==> config.mk <==
export PLATFORM = sky130hd
export DESIGN_NAME = prefetch_queue
export DESIGN_NICKNAME = d
export VERILOG_FILES = /design/src/rtl/bf8b_pkg.sv /design/src/rtl/sync_fifo.sv /design/src/rtl/prefetch_queue.sv
export SDC_FILE = /design/constraint.sdc
export NUM_CORES = 1
export LEC_CHECK = 0
export CORE_MARGIN = 8
export CORE_UTILIZATION = 50
export DETAILED_ROUTE_END_ITERATION = 7
export DONT_BUFFER_PORTS = 1
export PLACE_DENSITY_LB_ADDON = 0.3
export SLEW_MARGIN = 20
export SYNTH_ARGS = -nofsm -noshare
export SYNTH_HDL_FRONTEND = slang
export SYNTH_SLANG_ARGS = --single-unit
==> constraint.sdc <==
create_clock -name clk -period 5.9 [get_ports clk]
set_clock_uncertainty 0.2 [all_clocks]
set_input_delay 1.77 -clock clk [delete_from_list [all_inputs] [get_ports clk]]
set_output_delay 1.77 -clock clk [all_outputs]
set_load 0.01 [all_outputs]
==> src/rtl/bf8b_pkg.sv <==
// Shared types for the 8-bit fetch path: bus widths, instruction classes and queue entry layout.
package bf8b_pkg;

    localparam int ADDR_W = 8;
    localparam int DATA_W = 8;

    typedef enum logic [1:0] {
        INST_JMP   = 2'b00,
        INST_ALU   = 2'b01,
        INST_LOAD  = 2'b10,
        INST_STORE = 2'b11
    } inst_type_t;

    typedef struct packed {
        logic [DATA_W-1:0] inst;
        logic [ADDR_W-1:0] pc;
    } fetch_entry_t;

endpackage

==> src/rtl/sync_fifo.sv <==
// DEPTH-entry ring of fetch entries with occupancy count, push/pop and single-cycle flush.
module sync_fifo
    import bf8b_pkg::*;
#(
    parameter int DEPTH = 4,
    localparam int PTR_W = $clog2(DEPTH),
    localparam int CNT_W = $clog2(DEPTH + 1)
) (
    input  logic             clk,
    input  logic             rst_n,
    input  logic             flush,
    input  logic             push,
    input  fetch_entry_t     push_data,
    input  logic             pop,
    output fetch_entry_t     head,
    output logic [CNT_W-1:0] count
);

    logic [PTR_W-1:0] rd_ptr_reg;
    logic [PTR_W-1:0] wr_ptr_reg;
    logic [CNT_W-1:0] count_reg;
    fetch_entry_t     mem [DEPTH];

    logic do_push;
    logic do_pop;

    // A full ring only accepts a push when the head leaves in the same cycle.
    assign do_push = push && !flush && ((count_reg != CNT_W'(DEPTH)) || pop);
    assign do_pop  = pop && !flush && (count_reg != '0);

    always_ff @(posedge clk) begin
        if (!rst_n) begin
            rd_ptr_reg <= '0;
            wr_ptr_reg <= '0;
            count_reg  <= '0;
        end else if (flush) begin
            rd_ptr_reg <= wr_ptr_reg;
            count_reg  <= '0;
        end else begin
            if (do_push) wr_ptr_reg <= wr_ptr_reg + PTR_W'(1);
            if (do_pop)  rd_ptr_reg <= rd_ptr_reg + PTR_W'(1);
            case ({do_push, do_pop})
                2'b10:   count_reg <= count_reg + CNT_W'(1);
                2'b01:   count_reg <= count_reg - CNT_W'(1);
                default: count_reg <= count_reg;
            endcase
        end
    end

    always_ff @(posedge clk) begin
        if (rst_n && do_push) mem[wr_ptr_reg] <= push_data;
    end

    assign head  = mem[rd_ptr_reg];
    assign count = count_reg;

endmodule

==> src/rtl/prefetch_queue.sv <==
// Instruction prefetch: issues sequential fetches against a credit limit, buffers responses, handles redirects.
// Optional PREFETCH_BYPASS_EN presents a response straight to decode when the queue is empty.
module prefetch_queue
    import bf8b_pkg::*;
#(
    parameter int                DEPTH    = 4,
    parameter logic [ADDR_W-1:0] RESET_PC = 8'h00
) (
    input  logic              clk,
    input  logic              rst_n,
    output logic              mem_req,
    output logic [ADDR_W-1:0] mem_addr,
    input  logic              mem_gnt,
    input  logic [DATA_W-1:0] mem_data,
    input  logic              redirect,
    input  logic [ADDR_W-1:0] redirect_pc,
    output logic              inst_valid,
    output logic [DATA_W-1:0] inst,
    output logic [ADDR_W-1:0] inst_pc,
    input  logic              inst_ready
);

    localparam int CNT_W = $clog2(DEPTH + 1);

    logic [ADDR_W-1:0] fpc_reg;
    logic [ADDR_W-1:0] tag_reg;
    logic              inflight_reg;

    logic [CNT_W-1:0]  fifo_count;
    logic [CNT_W:0]    credit_used;
    fetch_entry_t      head;
    fetch_entry_t      push_data;
    logic              accept;
    logic              resp;
    logic              fifo_empty;
    logic              fifo_push;
    logic              fifo_pop;

    // Credits come from registered state only, so a pop frees a slot one cycle later.
    assign credit_used = {1'b0, fifo_count} + {{CNT_W{1'b0}}, inflight_reg};
    assign mem_req     = rst_n && !redirect && (credit_used < (CNT_W+1)'(DEPTH));
    assign mem_addr    = fpc_reg;
    assign accept      = mem_req && mem_gnt;

    assign resp        = rst_n && inflight_reg && !redirect;
    assign fifo_empty  = (fifo_count == '0);
    assign push_data   = '{inst: mem_data, pc: tag_reg};

`ifdef PREFETCH_BYPASS_EN
    logic bypass;

    assign bypass     = fifo_empty && resp;
    assign inst_valid = rst_n && !redirect && (!fifo_empty || bypass);
    assign inst       = bypass ? mem_data : head.inst;
    assign inst_pc    = bypass ? tag_reg  : head.pc;
    assign fifo_push  = resp && !(bypass && inst_ready);
`else
    assign inst_valid = rst_n && !redirect && !fifo_empty;
    assign inst       = head.inst;
    assign inst_pc    = head.pc;
    assign fifo_push  = resp;
`endif

    assign fifo_pop = inst_valid && inst_ready && !fifo_empty;

    always_ff @(posedge clk) begin
        if (!rst_n) begin
            fpc_reg      <= RESET_PC;
            tag_reg      <= RESET_PC;
            inflight_reg <= 1'b0;
        end else if (redirect) begin
            fpc_reg      <= redirect_pc;
            inflight_reg <= 1'b0;
        end else if (accept) begin
            fpc_reg      <= fpc_reg + ADDR_W'(1);
            tag_reg      <= fpc_reg;
            inflight_reg <= 1'b1;
        end else begin
            inflight_reg <= 1'b0;
        end
    end

    sync_fifo #(
        .DEPTH (DEPTH)
    ) u_fifo (
        .clk       (clk),
        .rst_n     (rst_n),
        .flush     (redirect),
        .push      (fifo_push),
        .push_data (push_data),
        .pop       (fifo_pop),
        .head      (head),
        .count     (fifo_count)
    );

endmodule

* Yosys cells after proc, flatten, opt, wreduce, memory -nomap -nowiden
Memory sizes are Yosys's and may differ from the RTL's. A register that Yosys moved wholly into a read port is not among the register bits. Index checks and enable logic that the tools add are counted.
Operators by class: reductions and logical operators 24, $add $sub $neg 6, bitwise logic cells 2, multiplexer cells 10, eq/ne operators 3, $lt $le $gt $ge 1
Operators by type and width (count):
- 8-bit 2-to-1 mux | 2
- 1-bit logical AND | 13
- 8-bit by 1-bit adder with 8-bit output, second input constant | 1
- 2-bit 2-to-1 mux | 4
- 3-bit case mux with 2 select lines | 1
- 2-bit nonzero test | 3
- 2-bit by 1-bit adder with 2-bit output, second input constant | 2
- 3-bit by 1-bit adder with 4-bit output | 1
- 4-bit by 3-bit less-than comparator with 1-bit output, second input constant | 1
- 2-bit AND reduction | 2
- 3-bit by 1-bit adder with 3-bit output, second input constant | 1
- 3-bit logical NOT | 1
- 1-bit 2-to-1 mux | 3
- 3-bit inequality test, second input constant | 1
- 3-bit nonzero test | 1
- 3-bit by 1-bit subtractor with 3-bit output, second input constant | 1
- 2-bit by 1-bit equality test with 1-bit output, second input constant | 1
- 2-bit equality test, second input constant | 1
- 1-bit logical NOT | 2
- 1-bit inverter | 2
- 2-bit OR reduction | 1
- 1-bit logical OR | 1
Word-level totals: bits in registers 24, bits in writable memories 64, memories 1, input bits 21, word-level logic and storage cells 53
Memory list:
- u_fifo.mem | words 4, width 16, rd ports 1, clocked after Yosys merged registers in 1, write ports 1, RTL line sync_fifo.sv:22 | fetch_entry_t mem [DEPTH];

* Depth between registers and ports, before layout
depth in word-level cells 11, depth in mapped cells 10, depth with buffers taken out 9

* Modules after synthesis
From an unflattened synthesis, not the netlist that was laid out.
Unflattened totals: cells, all modules 249, area, all modules 3643.5 µm²
By module, submodules not included:
- sync_fifo | cells an instance 141, times used 1, area an instance 2824.0 µm²
- prefetch_queue | cells an instance 108, times used 1, area an instance 819.5 µm²

* Worst setup path after synthesis
No wires, ideal clock.
path type input to output, start input port redirect, end output port mem_req, stages on the path 3, slack 1.579 ns, arrival time 2.351 ns, path buffers 1, cell sequence nand2b_1 buf_6 nor3b_1
On the way: word-level cells in the longest chain between the ends 3
RTL lines:
- from (decl) | RTL line prefetch_queue.sv:15 | input logic redirect,
- 1-bit logical NOT | RTL line prefetch_queue.sv:41 | assign mem_req = rst_n && !redirect && (credit_used < (CNT_W+1)'(DEPTH));
- 1-bit logical AND (2 in a row) | RTL line prefetch_queue.sv:41
- to (decl) | RTL line prefetch_queue.sv:11 | output logic mem_req,
No other way between the ends.

* Worst setup path after layout
Ends and elaborated chain as after synthesis.

==> results by group <==
Timing
  • Minimum clock period: 4.42 ns
  • RSZ-0062 raised after global routing: no
  • Final WS setup: 1.48 ns
  • Worst-margin pin slew: 0.861 ns
  • Setup_tns: 0 ns
  • Endpoints failing hold: 0
  • Worst hold slack: 0.306 ns
  • Setup violations, final: 0
  • Final clock period utilization by the worst path: 75.0%
  • Max Slew Vio Count: 0
  • Fmax: 226 MHz
  • Worst slew margin: 42.6%

Pwr
  • Leak: 1.23 nW
  • Maximum vdd ir drop: 0.142 mV
  • Power Density: 294 mW/mm2

Floorplan
  • Number of I/O pins: 47
  • DIE HEIGHT: 101 um
  • Initial Util: 50.7%
  • Die footprint: 0.0102 mm2
  • Core area: 0.00710 mm2
  • Die X: 101 um
  • Row count: 31

Critical path
  • Crit path largest cell delay: 0.41 ns
  • Crit. Startpoint: redirect
  • Crit path kind: in2out
  • WP buf/inv: 0
  • Crit-path leading delay family: simple AND/OR/NAND/NOR gates
  • Setup crit end kind: output pin
  • Setup crit start kind: input pin
  • Worst Path Max Fanout: 14
  • WP data required: 3.93 ns
  • Crit path DAT: 2.45 ns
  • RR Startpoint: u_fifo.count[2]
  • Worst path slowest cell: nor3b_1
  • Cells along the critical path: nand2b_1 -> nor3b_1

Global routing
  • Met3 Usage GRT: 5.11%
  • Global-route wire length before repair: 9890 um
  • Largest net degree at the start of global routing: 18
  • Global route hottest layer: met2
  • GRT met1 Usage: 16.4%
  • Gr ovfl total: 0
  • Vias in the first global route: 1859
  • Initial antenna violation count: 0
  • GRT Resource Usage Total: 13.2%
  • Global-route track usage on met2: 19.4%

Job
  • Max-Cap Viols: 0

Placed design
  • PortBufs: 0
  • RePlAce Congestion: 0.712
  • Placed Area: 0.00367 mm2
  • Detail Placement HPWL: 4030 um
  • Pre-CTS setup slack: 1.46 ns

Drt
  • DR DRC count: 0
  • Starting DRT DRC Count: 64
  • Avg WL per Cell: 17.8 um
  • Total routed wirelength: 6120 um
  • TritonRoute pass-1 iters: 4
  • Vias: 1843
  • Post-DRT Antenna Nets: 0
  • Via/cell ratio: 5.37

Final layout
  • Area grow syn2layout: 7.37%
  • Share of cells above drive strength 1: 15.2%
  • Final Instance Area: 0.00386 mm2
  • Nets: 267
  • Fin util: 54.4%
  • Ant diodes: 0
  • Number of flip-flops in the largest register: 64
  • Fillers: 583

Clock tree
  • CTS hold repair buffers: 0
  • CTS tree: yes
  • Max Buffers Root-to-Sink: 2
  • H-Tree Depth: 3
  • Number of clock sinks: 90
  • Worst-skew pair later-pin latency: 0.34 ns
  • Clock slew at reported path FFs: 0.08 ns
  • # Post-CTS Setup Buffers: 0
  • Post-cts repair resize count: 0
  • Num CTS Buffers: 9
  • CTS root buffer: clkbuf_8

Yosys
  • Mapped Area: 0.00360 mm2
  • Avg Inst Size Synth: 15.1 um2
  • Yosys cell types: 41
  • Post-synthesis sequential area ratio: 67.9%
  • Top_reg_cell synth: edfxtp_1
  • Asr flop ratio synth: 0%
  • Number of synthesized flops with an enable pin: 64
  • Yosys Warn Count: 0
  • Register bit total from synthesis: 90
  • Syn Inst Count: 238
  • Syn_nets: 266

Min path
  • Hold WC Path Type: reg2reg
  • Hold Path Origin: tag_reg[4]

Outcome
  • Outcome: finished, final reports clean
[routing by layer]
metal | wire [um] | share of wire (%)
met2 | 2810 | 46
met5 | 0 | 0
met1 | 2730 | 45
met4 | 98 | 1.6
met3 | 488 | 8.0
[final timing paths]
kind,to,slack (ns),depth (start not counted)
setup reg to reg,u_fifo.count[2],3.42,8
hold reg to reg,tag_reg[4],0.31,2
setup / recovery,mem_req,1.48,2
hold / removal,tag_reg[4],0.31,2
[worst min-delay path: cells and delay by family, from the launching register on]
kind / cells / cell delay, ns
flip-flops: 1 / 0.34
AND/OR/NAND/NOR: 1 / 0.06
AO/OA/AOI/OAI: 1 / 0.06
[kinds of logic after synthesis]
| kind of cell | Yosys count | synth area share [%] |
|---|---|---|
| compound gates | 36 | 7.16 |
| xor+xnor | 5 | 1.22 |
| fa+ha+maj | 7 | 2.64 |
| buf+inv | 22 | 2.78 |
| flops | 90 | 67.9 |
| mux | 18 | 10.6 |
| simple gates | 60 | 7.75 |
[cell usage after synthesis, types with 2 or more instances]
library cell | number | area share, %
mux4_2 | 16 | 10
o31ai_1 | 2 | 0.42
o22ai_1 | 2 | 0.35
mux2i_1 | 2 | 0.56
and2_1 | 4 | 0.70
nor2_1 | 8 | 0.83
nand2_1 | 32 | 3.3
o31a_1 | 2 | 0.49
dfxtp_1 | 26 | 14
o211a_1 | 2 | 0.56
clkbuf_1 | 5 | 0.52
inv_1 | 12 | 1.3
ha_1 | 6 | 2.1
buf_2 | 2 | 0.28
nand3_1 | 5 | 0.70
edfxtp_1 | 64 | 53
o21a_1 | 2 | 0.42
buf_4 | 2 | 0.42
xnor2_1 | 2 | 0.49
nor3_1 | 3 | 0.42
o21ai_0 | 2 | 0.28
xor2_1 | 3 | 0.73
a21oi_1 | 16 | 2.2
[area by class of cell]
| type | count | area [um2] | area share [%] |
|---|---|---|---|
| Clock buffer | 10 | 128 | 3.30 |
| Multi-Input combinational cell | 126 | 1060 | 27.3 |
| Inverter | 12 | 45.0 | 1.17 |
| Sequential cell | 90 | 2440 | 63.2 |
| Tap cell | 99 | 124 | 3.21 |
| Clock inverter | 6 | 67.6 | 1.75 |
[where the power goes]
part	switching (mW)	internal (mW)	leakage, nW
Combinational	0.0196	0.0189	0.320
Sequential	0.0155	0.680	0.813
Clock	0.207	0.197	0.0941
[placed cells by master, fill, tap and decap left out, types with 3 or more instances in the layout]
| cell type | netlist | final |
|---|---|---|
| a21oi_1 | 16 | 16 |
| and2_1 | 4 | 4 |
| clkbuf_8 | 0 | 9 |
| clkinv_4 | 0 | 3 |
| dfxtp_1 | 26 | 25 |
| edfxtp_1 | 64 | 64 |
| ha_1 | 6 | 6 |
| inv_1 | 12 | 12 |
| mux4_2 | 16 | 16 |
| nand2_1 | 32 | 32 |
| nand3_1 | 5 | 5 |
| nor2_1 | 8 | 8 |
| nor3_1 | 3 | 3 |
| xor2_1 | 3 | 3 |
[stage by stage]
stage	std cells	power, mW
6_report	343	1.14
5_1_grt	343	1.18
4_1_cts	343	1.15
3_5_place_dp	327	0.750
3_3_place_gp	327	0.749
2_1_floorplan	238	0.743
Power figures use the tool's default switching activity.
==> variant, RTL diff (same flow settings) <==
Build with the macro `PREFETCH_BYPASS_EN` defined.
--- a/src/rtl/prefetch_queue.sv
+++ b/src/rtl/prefetch_queue.sv
@@ -1,4 +1,6 @@
 // Instruction prefetch: issues sequential fetches against a credit limit, buffers responses, handles redirects.
 // Optional PREFETCH_BYPASS_EN presents a response straight to decode when the queue is empty.
+`define PREFETCH_BYPASS_EN
+
 module prefetch_queue
     import bf8b_pkg::*;
Function: changed (a bounded check fails within 4 cycles, from zero or initial values and one cycle with rst_n low).
==> variant against the original RTL <==
Critical endpoint is now inst_pc[4]; wire length up 9.7%; sequential share of layout area down 3.4 points; combinational power down 33%; power up 5.2%; worst setup slack worse by 0.34 ns; hold slack better by 0.040 ns; non-clock buffer count up 2; clock power up 20%; highest routed layer unchanged; sequential cell count unchanged; synthesized area up 4.7%; largest cell class unchanged; final area up 5.6%.
==> variant: results (changes against the original RTL) <==
synth cell count leaders: edfxtp_1 (64), nand2_1 (32), dfxtp_1 (26), mux2_2 (16), mux4_2 (16)
P_comb: 0.0259 mW (-33%)
highest routing layer actually used: met4
met1 wire length: 3.17 mm (+16%)
Power Sequential: 0.688 mW (-1%)
Largest register FFs: 64 (unchanged)
Max Buffers Root-to-Sink: 2 (unchanged)
status: finished, final reports clean
hold path cells: 2 (unchanged)
detailed placer's ending HPWL: 4.40 mm (+9.2%)
largest net degree at the start of global routing: 18 (unchanged)
initial antenna violation count: 0 (unchanged)
overall power: 1.20 mW (+5.2%)
met2 Track Usage GR: 19.9% (+0.52 points)
met3 GRT Util: 4.59% (-0.52 points)
met1 Use GR: 18.6% (+2.2 points)
sw power: 0.229 mW (-5.4%)
htree depth: 3 (unchanged)
GRT Util Overall: 13.9% (+0.63 points)
Reg clk slew, reported paths: 0.08 ns (about the same)
met2 routed WL: 2.86 mm (+2.0%)
CP max stage cell: mux2_2
met3 wire len: 568 µm (+16%)
share of cells above drive strength 1: 19.2% (+4.0 points)
synth unique cells: 42 (+2.4%)
Filler cells: 606 (+3.9%)
hold path startpoint: tag_reg[1]
post-CTS sizing: 0 (unchanged)
Maximum Capacitance Violations: 0 (unchanged)
worst reg2reg path depth: 9 (+1)
Inserted Diodes: 0 (unchanged)
Top delay family on crit path: multiplexers
Routed WL per cell: 18.7 µm (+4.5%)
register area share after synthesis: 64.8% (-3.1 points)
critical path arrival: 2.80 ns (+0.35 ns)
cts bufs inserted: 9 (unchanged)
r2r endpoint: u_fifo.count[2]
FF-to-FF setup slack: 3.41 ns (about the same)
synthesized net count: 283 (+6.4%)
final net count: 285 (+6.7%)
crit path max fanout: 16 (+2)
drt first pass iters: 4 (unchanged)
Leakage: 1.30 nW (+6.3%)
hold endpoint: tag_reg[1]
Peak VDD IR: 0.139 mV (-2.5%)
postcts setup bufs: 0 (unchanged)
number of enable flip-flop cells after synthesis: 64 (unchanged)
gpl congestion: 0.751 (+5.5%)
Ys Warns: 0 (unchanged)
via count: 2,037 (+11%)
max_slew headroom: 44.4% (+1.8 points)
crit path launch: rst_n
DRC marker count from the first detailed-route iteration: 78 (+22%)
largest cells by area after synthesis: edfxtp_1 (51%), dfxtp_1 (14%), mux4_2 (9.6%), mux2_2 (4.8%), nand2_1 (3.2%)
first-pass GRT wire length: 11.0 mm (+11%)
Skew-Pair Late Insertion Delay: 0.35 ns
vias in the first global route: 2,142 (+15%)
post-synthesis async set-or-reset flop share: 0% (unchanged)
largest stage delay on the critical path: 0.41 ns (about the same)
[variant: final cells by class]
class | instances | area share (%)
clock buffer | 10 | 3.13
clock inverter | 5 | 2.55
inverter | 11 | 1.01
multi-input combinational | 143 | 30.0
sequential | 90 | 59.9
tap | 99 | 3.04
timing repair buffer | 2 | 0.368
[variant: worst register-to-register path: stages, from the launching register on]
cell,delay (ns)
dfxtp_1,0.42
xnor2_1,0.10
o311a_1,0.39
inv_1,0.09
ha_1,0.18
inv_1,0.06
fa_1,0.37
xor2_1,0.16
or3_1,0.31
a21oi_1,0.14
[variant: kinds of logic (layout without fill, tap and decap cells)]
kind of cell | Yosys count | count (layout) | synth area share (%)
compound gates | 37 | 37 | 6.18
xor+xnor | 5 | 5 | 1.16
fa+ha+maj | 7 | 7 | 2.52
buf+inv | 22 | 28 | 2.69
flops | 90 | 90 | 64.8
mux | 33 | 33 | 14.6
simple gates | 61 | 61 | 8.04
[variant: per-stage QoR]
| stage | instance area [µm²] | hold slack (ns) | cells | worst slack (ns) |
|---|---|---|---|---|
| after global routing | 4080 | 0.370 | 360 | 1.03 |
| after CTS | 4080 | 0.343 | 360 | 1.11 |
| after global placement | 3850 | 0.315 | 345 | 1.14 |
| final | 4080 | 0.346 | 360 | 1.13 |
| after floorplan | 3770 | 0.272 | 255 | 0.948 |
| after detailed placement | 3850 | 0.331 | 345 | 1.10 |
[variant: worst max-delay path by stage]
stage,to,cells after the start
finish,inst_pc[4],5
global route,inst_pc[4],5
CTS,inst_pc[4],5
detailed placement,inst_pc[4],5
global placement,inst_pc[3],5
floorplan,inst[4],6
